==> config.mk <==
export PLATFORM = sky130hd
export DESIGN_NAME = fetch_unit
export DESIGN_NICKNAME = d
export VERILOG_FILES = /design/src/rtl/fetch_unit_pkg.sv /design/src/rtl/fetch_unit.sv
export SDC_FILE = /design/constraint.sdc
export NUM_CORES = 1
export LEC_CHECK = 0
export ABC_AREA = 1
export ABC_CLOCK_PERIOD_IN_PS = 1500
export BUFFER_PORTS_ARGS = -buffer_cell sky130_fd_sc_hd__buf_4
export CAP_MARGIN = 0
export CORE_MARGIN = 4
export CORE_UTILIZATION = 30
export CTS_CLUSTER_SIZE = 8
export DETAILED_ROUTE_END_ITERATION = 7
export GPL_ROUTABILITY_DRIVEN = 0
export SLEW_MARGIN = 40
export SYNTH_ARGS = -nofsm -noshare
export SYNTH_HDL_FRONTEND = slang
export SYNTH_SLANG_ARGS = --single-unit
==> constraint.sdc <==
create_clock -name clk -period 1.5 [get_ports clk]
set_input_delay 0.075 -clock clk [delete_from_list [all_inputs] [get_ports clk]]
set_output_delay 0.075 -clock clk [all_outputs]
set_load 0.02 [all_outputs]
==> src/rtl/fetch_unit_pkg.sv <==
// Shared definitions for the instruction fetch unit and its decoder consumer.
// Holds RV32I 5-bit major opcodes (inst[6:2]), func3/func7 values and the
// fetch FSM state encoding.
package fetch_unit_pkg;

  // Major opcodes, inst[6:2]
  localparam logic [4:0] OpcodeOp     = 5'b01100;
  localparam logic [4:0] OpcodeOpImm  = 5'b00100;
  localparam logic [4:0] OpcodeLoad   = 5'b00000;
  localparam logic [4:0] OpcodeStore  = 5'b01000;
  localparam logic [4:0] OpcodeLui    = 5'b01101;
  localparam logic [4:0] OpcodeJal    = 5'b11011;
  localparam logic [4:0] OpcodeJalr   = 5'b11001;
  localparam logic [4:0] OpcodeBranch = 5'b11000;

  // func3 values for OP / OP_IMM
  localparam logic [2:0] Func3AddSub = 3'b000;
  localparam logic [2:0] Func3Sll    = 3'b001;
  localparam logic [2:0] Func3Slt    = 3'b010;
  localparam logic [2:0] Func3Sltu   = 3'b011;
  localparam logic [2:0] Func3Xor    = 3'b100;
  localparam logic [2:0] Func3SrlSra = 3'b101;
  localparam logic [2:0] Func3Or     = 3'b110;
  localparam logic [2:0] Func3And    = 3'b111;

  // func7 values: base encoding and the SUB/SRA alternate
  localparam logic [6:0] Func7Base = 7'b0000000;
  localparam logic [6:0] Func7Alt  = 7'b0100000;

  typedef enum logic [2:0] {
    StIdle  = 3'd0,
    StReq   = 3'd1,
    StWait  = 3'd2,
    StHold  = 3'd3,
    StDrain = 3'd4
  } fetch_state_e;

endpackage

==> src/rtl/fetch_unit.sv <==
// Instruction fetch unit: keeps the PC, issues one word fetch at a time to
// instruction memory and hands each returned word, with its PC and decode
// field slices, to the decoder over a valid/ready handshake. Redirects load a
// new PC; a fetch already in flight at that point is drained and dropped.
//
// Ports:
//   clk, rst                     clock, synchronous active-high reset
//   imem_req_valid/ready/addr    fetch request channel (word-aligned address)
//   imem_rsp_valid/data          fetch response, one per accepted request
//   inst_valid/ready             instruction handshake to the decoder
//   inst, inst_pc                registered instruction word and its PC
//   opcode, func3, func7         slices of inst
//   illegal                      inst[1:0] != 2'b11 (forwarded, not acted on)
//   redirect_valid/pc            taken branch/jump target (bits [1:0] ignored)
module fetch_unit
  import fetch_unit_pkg::*;
#(
  parameter logic [31:0] RESET_PC = 32'h0000_0000
) (
  input  logic        clk,
  input  logic        rst,
  output logic        imem_req_valid,
  input  logic        imem_req_ready,
  output logic [31:0] imem_req_addr,
  input  logic        imem_rsp_valid,
  input  logic [31:0] imem_rsp_data,
  output logic        inst_valid,
  input  logic        inst_ready,
  output logic [31:0] inst,
  output logic [31:0] inst_pc,
  output logic [4:0]  opcode,
  output logic [2:0]  func3,
  output logic [6:0]  func7,
  output logic        illegal,
  input  logic        redirect_valid,
  input  logic [31:0] redirect_pc
);

  fetch_state_e state_q, state_d;
  logic [31:0]  pc_q, pc_d;
  logic [31:0]  inst_q, inst_d;
  logic [31:0]  inst_pc_q, inst_pc_d;

  logic unused_redirect_lsb;
  assign unused_redirect_lsb = ^redirect_pc[1:0];

  always_comb begin
    state_d   = state_q;
    pc_d      = pc_q;
    inst_d    = inst_q;
    inst_pc_d = inst_pc_q;

    if (redirect_valid) begin
      // Redirect wins over every other event; any response seen now is stale.
      pc_d = {redirect_pc[31:2], 2'b00};
      unique case (state_q)
        StIdle:  state_d = StReq;
        StReq:   state_d = imem_req_ready ? StDrain : StReq;
        StWait:  state_d = imem_rsp_valid ? StReq : StDrain;
        StHold:  state_d = StReq;
        StDrain: state_d = imem_rsp_valid ? StReq : StDrain;
        default: state_d = StIdle;
      endcase
    end else begin
      unique case (state_q)
        StIdle: state_d = StReq;
        StReq: begin
          if (imem_req_ready) state_d = StWait;
        end
        StWait: begin
          if (imem_rsp_valid) begin
            inst_d    = imem_rsp_data;
            inst_pc_d = pc_q;
            state_d   = StHold;
          end
        end
        StHold: begin
          if (inst_ready) begin
            pc_d    = pc_q + 32'd4;
            state_d = StReq;
          end
        end
        StDrain: begin
          if (imem_rsp_valid) state_d = StReq;
        end
        default: state_d = StIdle;
      endcase
    end
  end

  always_ff @(posedge clk) begin
    if (rst) begin
      state_q   <= StIdle;
      pc_q      <= RESET_PC;
      inst_q    <= 32'h0;
      inst_pc_q <= 32'h0;
    end else begin
      state_q   <= state_d;
      pc_q      <= pc_d;
      inst_q    <= inst_d;
      inst_pc_q <= inst_pc_d;
    end
  end

  // All outputs are decoded from registered state only.
  assign imem_req_valid = (state_q == StReq);
  assign imem_req_addr  = pc_q;
  assign inst_valid     = (state_q == StHold);
  assign inst           = inst_q;
  assign inst_pc        = inst_pc_q;
  assign opcode         = inst_q[6:2];
  assign func3          = inst_q[14:12];
  assign func7          = inst_q[31:25];
  assign illegal        = (inst_q[1:0] != 2'b11);

endmodule

# [After elaboration in Yosys (flattened, before gate mapping)]
# Index checks and enable logic that the tools add are counted.
# Widths: inputs -> output; s select.
[word_totals] reg_bits=99 input_bits=70
[classes] mux=12 bitwise_logic=1 n_reduce_logical=10 addsub=1 n_eq_ne=9
[ops] op="$mux 32" count=3
[ops] op="$add 32x3->32 const B" count=1
[ops] op="$mux 3" count=7
[ops] op="$pmux 3 s5" count=1
[ops] op="$pmux 3 s3" count=1
[ops] op="$eq 3x2->1 const B" count=2
[ops] op="$ne 3x1->1 const B" count=2
[ops] op="$ne 3x3->1 const B" count=2
[ops] op="$reduce_or 2->1" count=3
[ops] op="$reduce_and 2->1" count=2
[ops] op="$reduce_and 4->1" count=1
[ops] op="$reduce_bool 2->1" count=2
[ops] op="$eq 3x1->1 const B" count=1
[ops] op="$eq 3x3->1 const B" count=1
[ops] op="$logic_not 3->1" count=1
[ops] op="$reduce_and 3->1" count=1
[ops] op="$ne 2x2->1 const B" count=1
[ops] op="$not 1->1" count=1

# [Logic depth before layout (Yosys ltp)]
[logic_depth] depth_word=4 ltp_mapped=10 ltp_nobuf=10

# [Worst setup path before layout]
# OpenSTA, ideal clock, no wires.
[synth_path] path_type="reg-to-reg" from="register pc_q[3] (netlist: imem_req_addr[3])" to="register pc_q[30] (netlist: imem_req_addr[30])" t_required_ns=1.387 setup_slack_ns=-0.145 arrival_time_ns=1.532 path_buffers=0 setup_ns=0.113 path_stages_with_launch=11 cell_sequence="dfxtp_1 ha_1 nand2_1 nor2_1 nand2_2 nor2_2 nand3b_1 nand2_1 nand2_1 o21ai_1 inv_1"
[synth_via] elab_chain_len=4
[synth_rtl] item="start: declaration" line_no="fetch_unit.sv:40" text="logic [31:0] pc_q, pc_d;"
[synth_rtl] item="start signal: assignment" line_no="fetch_unit.sv:99" text="pc_q <= pc_d;"
[synth_rtl] item="$add 32x3->32" line_no="fetch_unit.sv:79" text="pc_d = pc_q + 32'd4;"
[synth_rtl] item="$mux 32" line_no="fetch_unit.sv:78" text="if (inst_ready) begin"
[synth_rtl] item="$mux 32" line_no="fetch_unit.sv:65" text="unique case (state_q)"
[synth_rtl] item="$mux 32" line_no="fetch_unit.sv:53" text="if (redirect_valid) begin"
# Every way passes these cells. The select of a mux whose other input is x is not followed.
# A chain may end at the register's enable or synchronous reset.

# [Worst setup path after layout]
[layout_path] from="register pc_q[3] (netlist: imem_req_addr[3])" to="register pc_q[12] (netlist: imem_req_addr[12])"
# Same word-level chain as after synthesis.

==> summary.md <==
For the post-synthesis cell area, the log shows 4590 µm². The worst min-delay path category is input port to flip-flop. Power per standard cell area: 871 nW/µm². The number of cells traversed by the worst register-to-register path was 8; the number of buffers inserted by port buffering was 177. In this run the remaining antenna-violating nets after routing total 0. The CTS root buffer was sky130_fd_sc_hd__clkbuf_16.

The share of total power in the clock network is 38.6%, and the power share of the combinational group is 17.4%. The final worst slack came out at 0.0671 ns. The run gives 38 as the count of cell types in the netlist.

In the final design database the tool counted 952 nets. After filler insertion, the fill cell instance count of the layout stands at 1537. Data arrives at the worst endpoint at 1.71 ns. Setup repair after global routing could not meet its margin everywhere.

IR analysis of the VDD net gives a maximum drop of 0.561 mV. The slack of the worst reg-to-reg path came out at 0.07 ns. The per-cell via count in the routed design is 4.52.

STA classifies the critical path endpoint as a flip-flop. The post-synthesis async set-or-reset flop share works out to 0%. The tools report the origin of the critical flop-to-flop path as imem_req_addr[3].

met2 is the most crowded layer. The flow ran to the end, and the final reports show no timing, DRC or antenna violations. For the met1 track demand over resource in global routing, the log shows 22.7%.

Counting flops with a built-in enable in the synthesized netlist gives 0. Along the worst path, the maximum fanout reaches 5. The flip-flop and latch count after synthesis is 95, and the vertical extent of the die is 132 µm. For the final database, setup skew stands at 0.00836 ns.

The run gives 184 as the top-level I/O count. The worst setup path is of the flip-flop to flip-flop kind. The logs give 0 for the total count of max-transition violations in the final report and 0 for the final setup violation count.

Across the run, the number of max-cap violations was 0. For the sequential element share of the synthesized area, the log shows 41.4%. For the global-route wire length before repair, the log shows 24.6 mm.

Leaving out fill and tap cells, the most frequent cells in the layout are 225 x sky130_fd_sc_hd__buf_4, 112 x sky130_fd_sc_hd__nor2_1, 105 x sky130_fd_sc_hd__nand2_1. The multi-input combinational cells in the finished layout cover a total of 2250 µm². The most common cell after layout, fill and taps aside was sky130_fd_sc_hd__buf_4.

After clock tree synthesis, the clock-pin slew on the worst setup and hold paths is 0.07 ns. STA classifies the critical path startpoint as a flip-flop. The worst slack on hold paths came out at 0.00877 ns.

The tools report the met3 usage in global routing as 4.55%. The number of global-route vias before repair was 4713; the total grt overflow was 0. Across every metal layer, demand over resource in global routing totals 17.4%. 0 antenna diodes ended up in the layout. For the number of sinks driven by the clock tree, the log shows 95. The end of the worst hold path is imem_req_addr[4]. Final hold violation count: 0. Yosys printed 0 warnings.

In this run the static leakage power is 3.21 nW. For this block, the via count after detailed routing is 4838. The sequential cells in the finished layout cover a total of 1920 µm². Die area: 17300 µm².

For the required time of the critical path, the log shows 1.77 ns. After detailed routing, the average wire length per cell comes to 14.4 µm. In this run switching power makes up 27.4% of total power.

The fraction of met2 tracks used by global routing was 28.6%. Once the floorplan was initialized, standard cells occupied 31.1% of the core. The number of buffers created by CTS was 9; the clock latency at the later pin of the worst-skew pair was 0.35 ns. Internal power comes to 0.00446 W. The region available for standard cell placement spans 14800 µm². The run gives 0 as the number of antenna violations at the first check in global routing. In the synthesized netlist the dominant register cell turns out to be sky130_fd_sc_hd__dfxtp_1. In this run the deepest clock path goes through 2 buffers.

TritonCTS built the clock tree. Entering global routing, the biggest net connects 56 pins. The floorplan step set the die width to 132 µm. Signed area change from the synthesized netlist to the final layout: 53.7%. The number of H-tree levels is 3, and the mean area per synthesized cell is 7.02 µm². Cells with a size suffix above 1 make up 34.5% of the layout. The share of power burned in registers is 43.9%, and the utilization after layout is 47.8%. Dividing the final minimum period by the clock period gives 95.5%. In this run the power spent charging and discharging nets is 0.00169 W. Setup total negative slack on the finished layout was measured at 0 ns. Summed over all layers, the routed wires come to 15.4 mm. Counting every instance in the synthesized netlist gives 654. The clock period could shrink to 1.43 ns.

Excluding fillers, the count of instances in the completed layout stands at 1070. The worst hold path was traced through 3 stages. The end of the worst register-to-register path is imem_req_addr[12]. After the first detailed-routing iteration, the DRC count stood at 213. After floorplanning, the core was divided into 44 placement rows. The tools report the first-pass iteration count of the detailed router as 4. Minimum setup slack after placement: -0.0255 ns. The tools report the startpoint of the most critical hold path as redirect_pc[4]. For the half-perimeter wire length of the detailed placement result, the log shows 11.1 mm. The residual DRC count is 0, and the total instance count after detailed placement is 1018. The run gives 0.698 GHz as the peak clock frequency supported by timing.
worst max-delay path, stage by stage, from the launching register on:
cell and delay (ns):
sky130_fd_sc_hd__dfxtp_4 0.37, sky130_fd_sc_hd__ha_4 0.15, sky130_fd_sc_hd__nand2_4 0.05, sky130_fd_sc_hd__nor2_4 0.13, sky130_fd_sc_hd__nand2_4 0.10, sky130_fd_sc_hd__nor2_4 0.22, sky130_fd_sc_hd__xor2_1 0.17, sky130_fd_sc_hd__nand2_1 0.06
sky130_fd_sc_hd__a21oi_1 0.11
registers in the layout, indices dropped and copies added (netlist names):
| register | count |
|---|---|
| state_q | 3 |
| imem_req_addr | 30 |
| inst_pc | 30 |
| inst | 32 |
timing repair:
action / 4_1_cts / 5_1_grt
hold endpoints to repair: 32 / 0
resized for setup: 3 / 37
gates cloned: 0 / 1
buffers inserted: 0 / 3
pin swaps: 1 / 13
hold buffers: 32 / 0
setup endpoints to repair: 5 / 30
power groups by stage:
stage / sequential (W) / clock (W) / combinational [W]
3_3_place_gp: 0.00275 / 0 / 0.000992
3_5_place_dp: 0.00275 / 0 / 0.000992
4_1_cts: 0.00269 / 0.00243 / 0.00107
5_1_grt: 0.00271 / 0.00254 / 0.00118
2_1_floorplan: 0.00286 / 0 / 0.000403
6_report: 0.00270 / 0.00237 / 0.00107
kinds of logic after synthesis:
family	Yosys count	share of synthesized area, %
and+or+nand+nor	290	27.0
buffers and inverters	110	11.8
xor gates and xnor gates	10	1.91
DFF	95	41.4
AOI/OAI and AO/OA	147	17.5
other	1	0.0817
adders and majority gates	1	0.273
per-stage QoR:
step	total power (W)	cell area [µm²]
after global placement	0.00374	6280
after detailed placement	0.00374	6280
after floorplan	0.00327	4610
after CTS	0.00619	6910
after global routing	0.00642	7050
final	0.00614	7050
cell usage after synthesis, types with 4 or more instances:
| cell | n | area (µm²) |
|---|---|---|
| sky130_fd_sc_hd__nand2_1 | 108 | 405 |
| sky130_fd_sc_hd__a21oi_1 | 48 | 240 |
| sky130_fd_sc_hd__inv_1 | 56 | 210 |
| sky130_fd_sc_hd__o21ai_0 | 72 | 360 |
| sky130_fd_sc_hd__o21ai_1 | 6 | 30.0 |
| sky130_fd_sc_hd__dfxtp_1 | 95 | 1900 |
| sky130_fd_sc_hd__xor2_1 | 9 | 78.8 |
| sky130_fd_sc_hd__a31oi_1 | 4 | 25.0 |
| sky130_fd_sc_hd__inv_2 | 4 | 15.0 |
| sky130_fd_sc_hd__nor3_1 | 4 | 20.0 |
| sky130_fd_sc_hd__nand3_1 | 33 | 165 |
| sky130_fd_sc_hd__buf_2 | 13 | 65.1 |
| sky130_fd_sc_hd__clkbuf_1 | 9 | 33.8 |
| sky130_fd_sc_hd__nor2_2 | 6 | 37.5 |
| sky130_fd_sc_hd__o21ai_2 | 9 | 78.8 |
| sky130_fd_sc_hd__nand4_1 | 4 | 25.0 |
| sky130_fd_sc_hd__nor2_1 | 119 | 447 |
| sky130_fd_sc_hd__nor2_4 | 5 | 56.3 |
| sky130_fd_sc_hd__nand2_2 | 5 | 31.3 |
| sky130_fd_sc_hd__buf_4 | 23 | 173 |
area by class of cell:
| type | count | share of cell area, % |
|---|---|---|
| clock buffer | 10 | 3.39 |
| timing repair buffer | 262 | 30.0 |
| inverter | 61 | 3.35 |
| multi-input combinational | 452 | 32.0 |
| clock inverter | 6 | 0.851 |
| sequential | 95 | 27.2 |
| tap | 184 | 3.26 |
worst max path at each step:
stage	start	end	slack, ns	depth (start not counted)
6_report	imem_req_addr[3]	imem_req_addr[12]	0.07	8
3_5_place_dp	imem_req_addr[2]	imem_req_addr[22]	-0.03	9
4_1_cts	imem_req_addr[2]	imem_req_addr[12]	-0.01	8
2_1_floorplan	imem_req_addr[6]	imem_req_addr[21]	0.01	9
3_3_place_gp	imem_req_addr[2]	imem_req_addr[26]	0.005	8
5_1_grt	imem_req_addr[20]	imem_req_addr[29]	-0.05	8
metal layers:
layer / vias to the layer above / part of all wire (%) / wire length (µm)
met3: 17 / 6.0 / 922
met2: 144 / 47 / 7280
met1: 2135 / 46 / 7040
met4: 0 / 1.3 / 197
met5: - / 0 / 0
li1: 2542 / - / -
Power figures use the tool's default switching activity.
